===== src/rtl/kara_pkg.sv =====
// Shared definitions for the 6-bit Karatsuba carry-less multiplier stages:
// operand/half/product widths and the partial-product FSM state type.
package kara_pkg;

  localparam int unsigned N  = 6;
  localparam int unsigned H  = N / 2;
  localparam int unsigned PW = 2 * H - 1;

  typedef enum logic [2:0] {
    StIdle,
    StMulLo,
    StMulHi,
    StMulMid,
    StDone
  } state_e;

endpackage


===== src/rtl/gf2_mul_3bit.sv =====
// Combinational H x H carry-less (GF(2) polynomial) multiplier with a PW-bit product.
module gf2_mul_3bit
  import kara_pkg::*;
(
  input  logic [H-1:0]  a_i,
  input  logic [H-1:0]  b_i,
  output logic [PW-1:0] p_o
);

  // Shift-and-XOR: each set bit of b contributes a shifted copy of a, no carries.
  always_comb begin
    p_o = '0;
    for (int unsigned i = 0; i < H; i++) begin
      if (b_i[i]) begin
        p_o = p_o ^ (PW'(a_i) << i);
      end
    end
  end

endmodule


===== src/rtl/kara_pp_gen_6bit.sv =====
// Serial Karatsuba partial-product stage: one shared 3x3 carry-less multiplier
// produces pp_lo, pp_hi and the corrected pp_mid over three cycles.
module kara_pp_gen_6bit
  import kara_pkg::*;
(
  input  logic          clk,
  input  logic          rst_n,
  input  logic          in_valid,
  output logic          in_ready,
  input  logic [N-1:0]  a_in,
  input  logic [N-1:0]  b_in,
  output logic          out_valid,
  input  logic          out_ready,
  output logic [PW-1:0] pp_lo,
  output logic [PW-1:0] pp_mid,
  output logic [PW-1:0] pp_hi
);

  state_e        state_q, state_d;
  logic [N-1:0]  a_q, a_d;
  logic [N-1:0]  b_q, b_d;
  logic [PW-1:0] pp_lo_q, pp_lo_d;
  logic [PW-1:0] pp_mid_q, pp_mid_d;
  logic [PW-1:0] pp_hi_q, pp_hi_d;
  logic          out_valid_q, out_valid_d;

  logic [H-1:0]  mul_a, mul_b;
  logic [PW-1:0] mul_p;

  gf2_mul_3bit u_mul (
    .a_i (mul_a),
    .b_i (mul_b),
    .p_o (mul_p)
  );

  always_comb begin
    state_d  = state_q;
    a_d      = a_q;
    b_d      = b_q;
    pp_lo_d  = pp_lo_q;
    pp_mid_d = pp_mid_q;
    pp_hi_d  = pp_hi_q;
    mul_a    = '0;
    mul_b    = '0;
    in_ready = 1'b0;

    unique case (state_q)
      StIdle: begin
        in_ready = 1'b1;
        if (in_valid) begin
          a_d     = a_in;
          b_d     = b_in;
          state_d = StMulLo;
        end
      end
      StMulLo: begin
        mul_a   = a_q[H-1:0];
        mul_b   = b_q[H-1:0];
        pp_lo_d = mul_p;
        state_d = StMulHi;
      end
      StMulHi: begin
        mul_a   = a_q[N-1:H];
        mul_b   = b_q[N-1:H];
        pp_hi_d = mul_p;
        state_d = StMulMid;
      end
      StMulMid: begin
        mul_a    = a_q[H-1:0] ^ a_q[N-1:H];
        mul_b    = b_q[H-1:0] ^ b_q[N-1:H];
        // Strip the lo/hi cross terms so downstream receives a finished middle term.
        pp_mid_d = mul_p ^ pp_lo_q ^ pp_hi_q;
        state_d  = StDone;
      end
      StDone: begin
        if (out_ready) begin
          in_ready = 1'b1;
          if (in_valid) begin
            a_d     = a_in;
            b_d     = b_in;
            state_d = StMulLo;
          end else begin
            state_d = StIdle;
          end
        end
      end
      default: state_d = StIdle;
    endcase

    out_valid_d = (state_d == StDone);
  end

  always_ff @(posedge clk or negedge rst_n) begin
    if (!rst_n) begin
      state_q     <= StIdle;
      a_q         <= '0;
      b_q         <= '0;
      pp_lo_q     <= '0;
      pp_mid_q    <= '0;
      pp_hi_q     <= '0;
      out_valid_q <= 1'b0;
    end else begin
      state_q     <= state_d;
      a_q         <= a_d;
      b_q         <= b_d;
      pp_lo_q     <= pp_lo_d;
      pp_mid_q    <= pp_mid_d;
      pp_hi_q     <= pp_hi_d;
      out_valid_q <= out_valid_d;
    end
  end

  assign out_valid = out_valid_q;
  assign pp_lo     = pp_lo_q;
  assign pp_mid    = pp_mid_q;
  assign pp_hi     = pp_hi_q;

endmodule


===== config.mk =====
export PLATFORM = sky130hd
export DESIGN_NAME = kara_pp_gen_6bit
export DESIGN_NICKNAME = d
export VERILOG_FILES = /design/src/rtl/kara_pkg.sv /design/src/rtl/gf2_mul_3bit.sv /design/src/rtl/kara_pp_gen_6bit.sv
export SDC_FILE = /design/constraint.sdc
export NUM_CORES = 1
export LEC_CHECK = 0
export ABC_AREA = 1
export BUFFER_PORTS_ARGS = -buffer_cell sky130_fd_sc_hd__buf_2
export CORE_MARGIN = 2
export CORE_UTILIZATION = 45
export CTS_BUF_LIST = sky130_fd_sc_hd__clkbuf_4
export CTS_CLUSTER_DIAMETER = 150
export DETAILED_ROUTE_END_ITERATION = 10
export PLACE_DENSITY = 0.67
export SLEW_MARGIN = 20
export SYNTH_ARGS = -nofsm -noshare
export SYNTH_HDL_FRONTEND = slang
export SYNTH_SLANG_ARGS = --single-unit

===== constraint.sdc =====
create_clock -name clk -period 2.6 [get_ports clk]
set_input_delay 0 -clock clk [delete_from_list [all_inputs] [get_ports clk]]
set_output_delay 0 -clock clk [all_outputs]
set_load 0.1 [all_outputs]

==> results of run 1 <==
state kept, by name (all words and copies together), names as in the netlist:
signal,cells
a_q,6
b_q,6
pp_hi,5
pp_lo,5
pp_mid,5
state_q,3
out_valid,1
metrics by stage:
stage	instance area (µm²)	hold WS [ps]	setup slack [ps]	util, %	instances
floorplan	1639	-295.6	460.9	-	196
global placement	1831	78.89	746.6	53.59	270
detailed placement	1831	73.64	756.5	53.59	270
CTS	2013	1.946	737.0	58.94	291
global route	2013	25.44	497.1	58.94	291
finish	2013	11.17	736.0	58.94	291
cell usage in the layout, fill, tap and decap left out:
master	Yosys	final
nand2_2	6	6
nor2_2	2	2
nand3_2	5	5
nand3b_1	1	1
dfrtp_1	31	31
or2_2	1	1
o21ai_0	8	8
dlygate4sd3_1	0	13
clkbuf_4	0	6
buf_2	0	32
inv_1	16	16
o21ai_1	2	2
inv_2	4	4
mux2_2	7	7
nand2_1	59	59
nor2_1	11	11
nand4_1	3	3
xor2_1	8	8
xnor2_1	1	1
clkinv_1	0	2
nor2_4	2	2
nor3_4	0	1
nand3_1	19	19
a21oi_1	5	5
cell type report:
| class | count | share of cell area [%] |
|---|---|---|
| clock buffer | 6 | 2.237 |
| clock inverter | 2 | 0.3729 |
| inverter | 20 | 3.729 |
| multi-input combinational | 141 | 37.85 |
| sequential | 31 | 38.53 |
| tap | 46 | 2.859 |
| timing repair buffer | 45 | 14.42 |
worst max-delay path by stage:
stage / slack (ps) / from / cells after the start / to
after global placement: 750 / state_q[1]$_DFF_PN0_ / 11 / pp_mid[1]$_DFFE_PN0N_
final: 740 / state_q[1]$_DFF_PN0_ / 11 / pp_mid[3]$_DFFE_PN0N_
after floorplan: 460 / state_q[2]$_DFF_PN0_ / 7 / a_q[1]$_DFFE_PN0P_
after CTS: 740 / state_q[1]$_DFF_PN0_ / 11 / pp_mid[3]$_DFFE_PN0N_
after global routing: 500 / state_q[1]$_DFF_PN0_ / 9 / pp_lo[1]$_DFFE_PN0N_
after detailed placement: 760 / state_q[1]$_DFF_PN0_ / 11 / pp_mid[3]$_DFFE_PN0N_
kinds of logic after synthesis:
group | share of synthesized area (%)
AOI/OAI and AO/OA | 4.612
xor gates and xnor gates | 4.843
buffers and inverters | 6.226
DFF | 47.66
muxes | 4.843
and+or+nand+nor | 31.82
cells in the mapped netlist, types with 3 or more instances:
cell / instances / area, µm²
nor2_1: 11 / 41.29
dfrtp_1: 31 / 775.7
nand2_2: 6 / 37.54
xor2_1: 8 / 70.07
nand2_1: 59 / 221.5
inv_1: 16 / 60.06
inv_2: 4 / 15.01
mux2_2: 7 / 78.83
a21oi_1: 5 / 25.02
o21ai_0: 8 / 40.04
nand3_2: 5 / 50.05
nand3_1: 19 / 95.09
nand4_1: 3 / 18.77
routing by layer:
| metal | vias to the layer above | part of all wire [%] | GRT usage, % |
|---|---|---|---|
| met1 | 617 | 47 | 23.55 |
| met4 | 0 | 1.1 | 6.383 |
| met2 | 25 | 48 | 29.17 |
| met5 | - | 0 | 0 |
| li1 | 719 | - | - |
| met3 | 5 | 4.0 | 4.754 |
critical path: cells and delay by family, from the launching register on:
| family | cells | cell delay [ps] |
|---|---|---|
| AND/OR/NAND/NOR | 7 | 700 |
| XOR/XNOR | 1 | 190 |
| flip-flops | 1 | 560 |
| buffers and inverters | 3 | 340 |
==> results.toml, run 1 <==
[outcome]
status = "complete, no violations"

[worst_setup_path]
crit_chain = "inv_1 -> nand2_2 -> inv_2 -> nand2_1 -> nand3_2 -> nand2_1 -> xor2_1 -> inv_1 -> nand2_1 -> nand3_1 -> nand2_1"
worst_ep_required_time_ps = 2860
crit_arrival_ps = 2120
cp-start-kind = "flip-flop"
crit_top_cell = "nand2_1"
critPathSlowestCell = "dfrtp_1"
crit_path_end_kind = "flip-flop"
crit_type = "reg2reg"
reg2reg_setup_slack_ps = 740
r2r_start = "state_q[1]$_DFF_PN0_"
max_stage_delay_ps = 560
reg2regPathDepth = 11
crit_path_max_fanout = 11
reg2reg_to = "pp_mid[3]$_DFFE_PN0N_"

[floorplan]
fp.dieW_um = 64.15
fp.dieH_um = 64.15
die_area_mm2 = 0.004115
top_level_ports = 33
core_area_mm2 = 0.003416
initial_core_util_pct = 47.66
rows = 21

[clock_network]
cts-root-buf = "clkbuf_4"
numCtsBuffers = 5
clk_pin_slew_ps = 90
postCtsHoldBufs = 13
post_cts_buffers = 0
cts.sinks = 31
cts_resized = 0
cts_buffer_depth = 2
clk_latency_ps = 320
cts_tree = "built"
cts_max_level = 2

[yosys]
synth-edff-count = 0
synthFlopType = "dfrtp_1"
ys_types = 23
mappedNetlistNets = 212
synth.ff_latch_count = 31
synth_seq_area_share_pct = 47.66
syn-cell-area_mm2 = 0.001628
async_flop_share_pct = 100.0
syn_inst = 196
ys_warn_count = 0
syn_area_per_cell_um2 = 8.305

[finish]
fin_nets = 260
syn2layout_area_growth_pct = 23.67
multiInputGateArea_um2 = 762.0
regArea_um2 = 775.7
diodes = 0
drive_gt1_share_pct = 26.94
fillers = 304

[min_path]
hp-class = "in2reg"
hold_depth = 4
timing.hold.worst.start = "out_ready"
whs_endpoint = "state_q[2]$_DFF_PN0_"

[place]
port_buffers = 32
gp_congestion = 0.8640
hpwl_um = 2299

[global_routing]
grt_usage_pct = 18.10
antenna_found_initial = 0
grt_pass1_vias = 1324
grt_pass1_wl_um = 5754
overflow = 0
grt_max_degree = 32

[sta]
maxSlewViolCount = 0
hold_viol_final = 0
period_needed_ps = 1864
relSlewSlack_pct = 56.38
setup_tns_ps = 0
skew_ps = 9.584
min_period_over_period_pct = 71.69
setup_viol = 0
fmax_mhz = 536.5
tightest_slew_ps = 654.3
rsz0062_at_grt = "false"

[routing]
ant_nets = 0
drt_iter0_markers = 81
first_pass_iters = 4
viasPerCell = 4.694
vias = 1366
drc_errors = 0
wl_per_cell_um = 11.11
wl_um = 3233

[run]
drv_cap = 0
Power of run 1 is left out: the tool's default activity adds up to more than one toggle a clock period on the data nets, which glitch-free logic cannot reach.
==> inputs of run 2 (changes only) <==
--- a/config.mk
+++ b/config.mk
@@ -12,7 +12,7 @@
 export CTS_BUF_LIST = sky130_fd_sc_hd__clkbuf_4
 export CTS_CLUSTER_DIAMETER = 150
 export DETAILED_ROUTE_END_ITERATION = 10
-export PLACE_DENSITY = 0.67
+export PLACE_DENSITY = 0.7
 export SLEW_MARGIN = 20
 export SYNTH_ARGS = -nofsm -noshare
 export SYNTH_HDL_FRONTEND = slang
==> constraint.sdc (replaced) <==
create_clock -name clk -period 1.6 [get_ports clk]
set_input_delay 0 -clock clk [delete_from_list [all_inputs] [get_ports clk]]
set_output_delay 0 -clock clk [all_outputs]
set_load 0.1 [all_outputs]
==> run 2 against run 1 <==
  * The flow now finishes with violations (setup timing)
  * First-iteration DRC count decreased by 9.9%
  * Worst hold slack improved by 57 ps
  * Highest routed layer unchanged
  * Critical path depth unchanged
  * Clock-buffer cell count unchanged
  * Clock skew about the same
  * Maximum frequency increased by 13%
  * Utilization increased by 9.3 points
  * Via count increased by 14%
  * Global-route usage increased by 0.91 points
  * Largest cell class is now multi-input gates
  * Worst setup slack got worse by 790 ps
  * Die area unchanged
==> results.toml, run 2 (synthesis results as in run 1) <==
[floorplan]
die_area_mm2 = 0.004115
core_area_mm2 = 0.003416
fp.dieH_um = 64.15
initial_core_util_pct = 47.66
fp.dieW_um = 64.15
top_level_ports = 33
rows = 21

[routing]
ant_nets = 0
drc_errors = 0
vias = 1554
wl_um = 4076
wl_per_cell_um = 13.02
viasPerCell = 4.965
drt_iter0_markers = 73
first_pass_iters = 4

[outcome]
status = "finished with violations"
violations = "setup timing"

[finish]
diodes = 0
mostFrequentLayoutCell = "nand2_1"
regArea_um2 = 779.5
multiInputGateArea_um2 = 902.1
fin_nets = 282
syn2layout_area_growth_pct = 43.12
final_area_mm2 = 0.002330
final_core_util_pct = 68.21
final_cell_mix = "48 x nand2_1, 31 x buf_2, 28 x dfrtp_1"
drive_gt1_share_pct = 45.32
fillers = 268
largestRegisters = "a_q (6), b_q (6)"

[place]
hpwl_um = 2384
pre_cts_ws_ps = -25.06
gp_congestion = 0.8326
placed_cell_area_mm2 = 0.001922
port_buffers = 32

[sta]
setup_tns_ps = -52.35
min_period_over_period_pct = 103.3
maxSlewViolCount = 0
setup_viol = 1
period_needed_ps = 1652
hold_viol_final = 0
fmax_mhz = 605.2
rsz0062_at_grt = "true"
relSlewSlack_pct = 54.10
fin_ws_ps = -52.35
tightest_slew_ps = 688.5
skew_ps = 9.616

[run]
drv_cap = 0

[global_routing]
grt_max_degree = 32
grt_pass1_wl_um = 5906
grt_usage_pct = 19.01
antenna_found_initial = 0
grt_pass1_vias = 1365
overflow = 0

[worst_setup_path]
crit_chain = "nand2_2 -> nor2_4 -> nand2_1 -> nand3_2 -> nand2_2 -> inv_2 -> nand2_2 -> nand3_1 -> nand3_2 -> nand3_2 -> nand2_1"
critical-path-top-delay-family = "simple AND/OR/NAND/NOR gates"
crit_arrival_ps = 1890
worst_ep_required_time_ps = 1840
max_stage_delay_ps = 460
cp-start-kind = "flip-flop"
critPathSlowestCell = "dfrtp_2"
cp.buffers_inverters = 1
crit_path_end_kind = "flip-flop"
crit_path_max_fanout = 8
crit_type = "reg2reg"

[clock_network]
cts_max_level = 2
cts.sinks = 31
cts_tree = "built"
numCtsBuffers = 5
clk_latency_ps = 350
cts-root-buf = "clkbuf_4"
cts_buffer_depth = 2
clk_pin_slew_ps = 90

[min_path]
hp-class = "in2reg"
[run 2: cell types whose count changed in the layout (fill, tap and decap cells not counted), sizes merged]
| cell | change |
|---|---|
| dlygate4sd3 | +1 |
| buf | +19 |
| nand2 | +2 |
[run 2: worst reg2reg max path, stage by stage (launching register included)]
cell     delay, ps
dfrtp_2        460
nand2_2         90
nor2_4         240
nand2_1        110
nand3_2        110
nand2_2        100
inv_2           80
nand2_2         60
nand3_1        110
nand3_2         90
nand3_2         70
nand2_1         50
[run 2: final cells by class]
class	count	share of cell area, %
timing repair buffer	65	19.66
sequential	31	33.46
inverter	20	3.437
tap	46	2.470
clock buffer	6	1.933
multi-input combinational	143	38.72
clock inverter	2	0.3222
[run 2: timing repair]
action                                 in CTS  in global routing
pin swaps                                   0                 17
hold buffers                               14                  0
gates resized for setup                     5                 36
setup endpoints to repair                   5                 18
gates cloned                                0                  2
endpoints found under the hold margin      45                  0
buffers inserted                            0                 10
[run 2: metal layers]
layer / track usage [%] / part of all wire, % / vias to the layer above
li1: - / - / 768
met5: 0 / 0 / -
met4: 6.915 / 2.1 / 0
met3: 7.218 / 4.9 / 10
met1: 22.57 / 42 / 734
met2: 31.38 / 51 / 42
[run 2: worst paths after layout]
| check | from | end | slack (ps) | depth (start not counted) |
|---|---|---|---|---|
| worst max register to register | state_q[0]$_DFF_PN0_ | pp_mid[2]$_DFFE_PN0N_ | -50 | 11 |
| min in group asynchronous | rst_n | b_q[5]$_DFFE_PN0P_ | 230 | 2 |
| max in group asynchronous | rst_n | state_q[0]$_DFF_PN0_ | 890 | 2 |
| worst min register to register | pp_mid[3]$_DFFE_PN0N_ | pp_mid[3]$_DFFE_PN0N_ | 480 | 2 |
| worst max-delay path | state_q[0]$_DFF_PN0_ | pp_mid[2]$_DFFE_PN0N_ | -50 | 11 |
| worst min-delay path | in_valid | b_q[1]$_DFFE_PN0P_ | 70 | 3 |
[run 2: metrics by stage]
step	hold slack, ps	std cells
floorplan	-295.6	196
global placement	79.88	279
detailed placement	81.36	279
CTS	13.02	301
global route	82.33	313
finish	68.58	313
Power of run 2 is left out for the same reason.
==> inputs of run 3 (changes only) <==
--- a/config.mk
+++ b/config.mk
@@ -7,6 +7,7 @@
 export LEC_CHECK = 0
 export ABC_AREA = 1
 export BUFFER_PORTS_ARGS = -buffer_cell sky130_fd_sc_hd__buf_2
+export CORE_ASPECT_RATIO = 2
 export CORE_MARGIN = 2
 export CORE_UTILIZATION = 45
 export CTS_BUF_LIST = sky130_fd_sc_hd__clkbuf_4
==> run 3 against run 2 <==
  * Sequential share of layout area up 0.31 points
  * The flow still finishes with violations (setup timing)
  * Register-to-register slack better by 30 ps
  * Die area up 0.71%
  * Clock skew up 2.8 ps
  * Worst setup slack better by 25 ps
  * Non-clock buffer count down 2
  * Critical path type unchanged
  * Flip-flop and latch count unchanged
  * Critical path depth unchanged
  * Global-route usage up 0.72 points
==> results.toml, run 3 (synthesis results as in run 1) <==
[routing]
ant_nets = 0
first_pass_iters = 4
vias = 1528
viasPerCell = 4.882
wl_per_cell_um = 12.57
drc_errors = 0
wl_um = 3934
drt_iter0_markers = 30

[finish]
final_cell_mix = "53 x nand2_1, 31 x buf_2, 28 x dfrtp_1"
mostFrequentLayoutCell = "nand2_1"
diodes = 0
fin_nets = 279
syn2layout_area_growth_pct = 41.81
fillers = 319
final_core_util_pct = 65.40
drive_gt1_share_pct = 41.29
largestRegisters = "a_q (6), b_q (6)"

[global_routing]
antenna_found_initial = 0
grt_usage_pct = 19.72
grt_max_degree = 32
grt_pass1_wl_um = 5975
overflow = 0
grt_pass1_vias = 1451

[worst_setup_path]
cp.depth = 11
worst_ep_required_time_ps = 1830
max_stage_delay_ps = 480
cp-start-kind = "flip-flop"
crit_top_cell = "nand3_2"
crit_type = "reg2reg"
crit_path_max_fanout = 3
cp.buffers_inverters = 2
critPathSlowestCell = "dfrtp_2"
crit_arrival_ps = 1860
critical-path-top-delay-family = "simple AND/OR/NAND/NOR gates"
reg2regPathDepth = 11
crit_path_end_kind = "flip-flop"
crit_chain = "inv_4 -> buf_4 -> nand4_1 -> nand2_1 -> nor2_1 -> nor2_2 -> nand2_2 -> nand3_2 -> nand3_2 -> nand3_2 -> nand2_1"

[sta]
fin_ws_ps = -27.00
setup_tns_ps = -29.21
relSlewSlack_pct = 55.05
min_period_over_period_pct = 101.7
fmax_mhz = 614.6
setup_viol = 2
tightest_slew_ps = 674.2
hold_viol_final = 0
maxSlewViolCount = 0
skew_ps = 12.41
period_needed_ps = 1627
rsz0062_at_grt = "true"
fin_hold_ws_ps = 27.39

[clock_network]
clk_pin_slew_ps = 100
cts_max_level = 2
cts-root-buf = "clkbuf_4"
cts_tree = "built"
cts_buffer_depth = 2
clk_latency_ps = 340
cts.sinks = 31
numCtsBuffers = 5

[place]
port_buffers = 32
gp_congestion = 0.8206
hpwl_um = 2482

[min_path]
hold_depth = 3
hp-class = "in2reg"

[floorplan]
fp.dieH_um = 89.06
die_area_mm2 = 0.004144
top_level_ports = 33
core_area_mm2 = 0.003530
rows = 31
initial_core_util_pct = 46.12
fp.dieW_um = 46.53

[outcome]
violations = "setup timing"
status = "finished with violations"

[run]
drv_cap = 0
-- run 3: worst paths after layout --
kind / end / from / slack, ps
worst min-delay path: state_q[0]$_DFF_PN0_ / in_valid / 30
min in group asynchronous: out_valid$_DFF_PN0_ / rst_n / 220
max in group asynchronous: state_q[1]$_DFF_PN0_ / rst_n / 910
worst max-delay path: pp_mid[2]$_DFFE_PN0N_ / state_q[2]$_DFF_PN0_ / -30
worst max register to register: pp_mid[2]$_DFFE_PN0N_ / state_q[2]$_DFF_PN0_ / -30
worst min register to register: pp_mid[3]$_DFFE_PN0N_ / pp_mid[3]$_DFFE_PN0N_ / 480
-- run 3: final cells by class --
class,count,area (µm²),share of cell area [%]
multi-input cells,142,870.8,37.72
flip-flops and latches,31,779.5,33.77
repair buffers,63,462.9,20.05
inverters,20,81.33,3.523
well taps,49,61.31,2.656
clock buffers,6,45.04,1.951
clock inverters,2,7.507,0.3252
-- run 3: worst reg2reg max path: stages, from the launching register on --
cell and delay [ps]:
dfrtp_2 480, inv_4 80, buf_4 110, nand4_1 150, nand2_1 110, nor2_1 50
nor2_2 160, nand2_2 80, nand3_2 90, nand3_2 90, nand3_2 80, nand2_1 40
-- run 3: what timing repair did --
| item | CTS | global route |
|---|---|---|
| setup endpoints to repair | 6 | 17 |
| buffers inserted | 4 | 6 |
| resized for setup | 2 | 29 |
| hold buffers | 14 | 0 |
| gates cloned | 0 | 1 |
| endpoints found under the hold margin | 45 | 0 |
| pin swaps | 3 | 19 |
-- run 3: through the flow --
stage	cells	setup slack, ps	instance area, µm²
after floorplan	196	-454.7	1667
after global placement	280	-74.52	1911
after detailed placement	280	-89.87	1911
after CTS	306	-21.67	2141
after global routing	313	-110.3	2308
final	313	-27.00	2308
-- run 3: per-layer routing --
metal	vias to the layer above	GRT usage [%]	part of all wire, %
met4	0	9.351	2.4
li1	760	-	-
met1	718	20.57	39
met3	8	4.646	3.3
met5	-	0	0
met2	42	35.10	55
Power of run 3 is left out for the same reason.
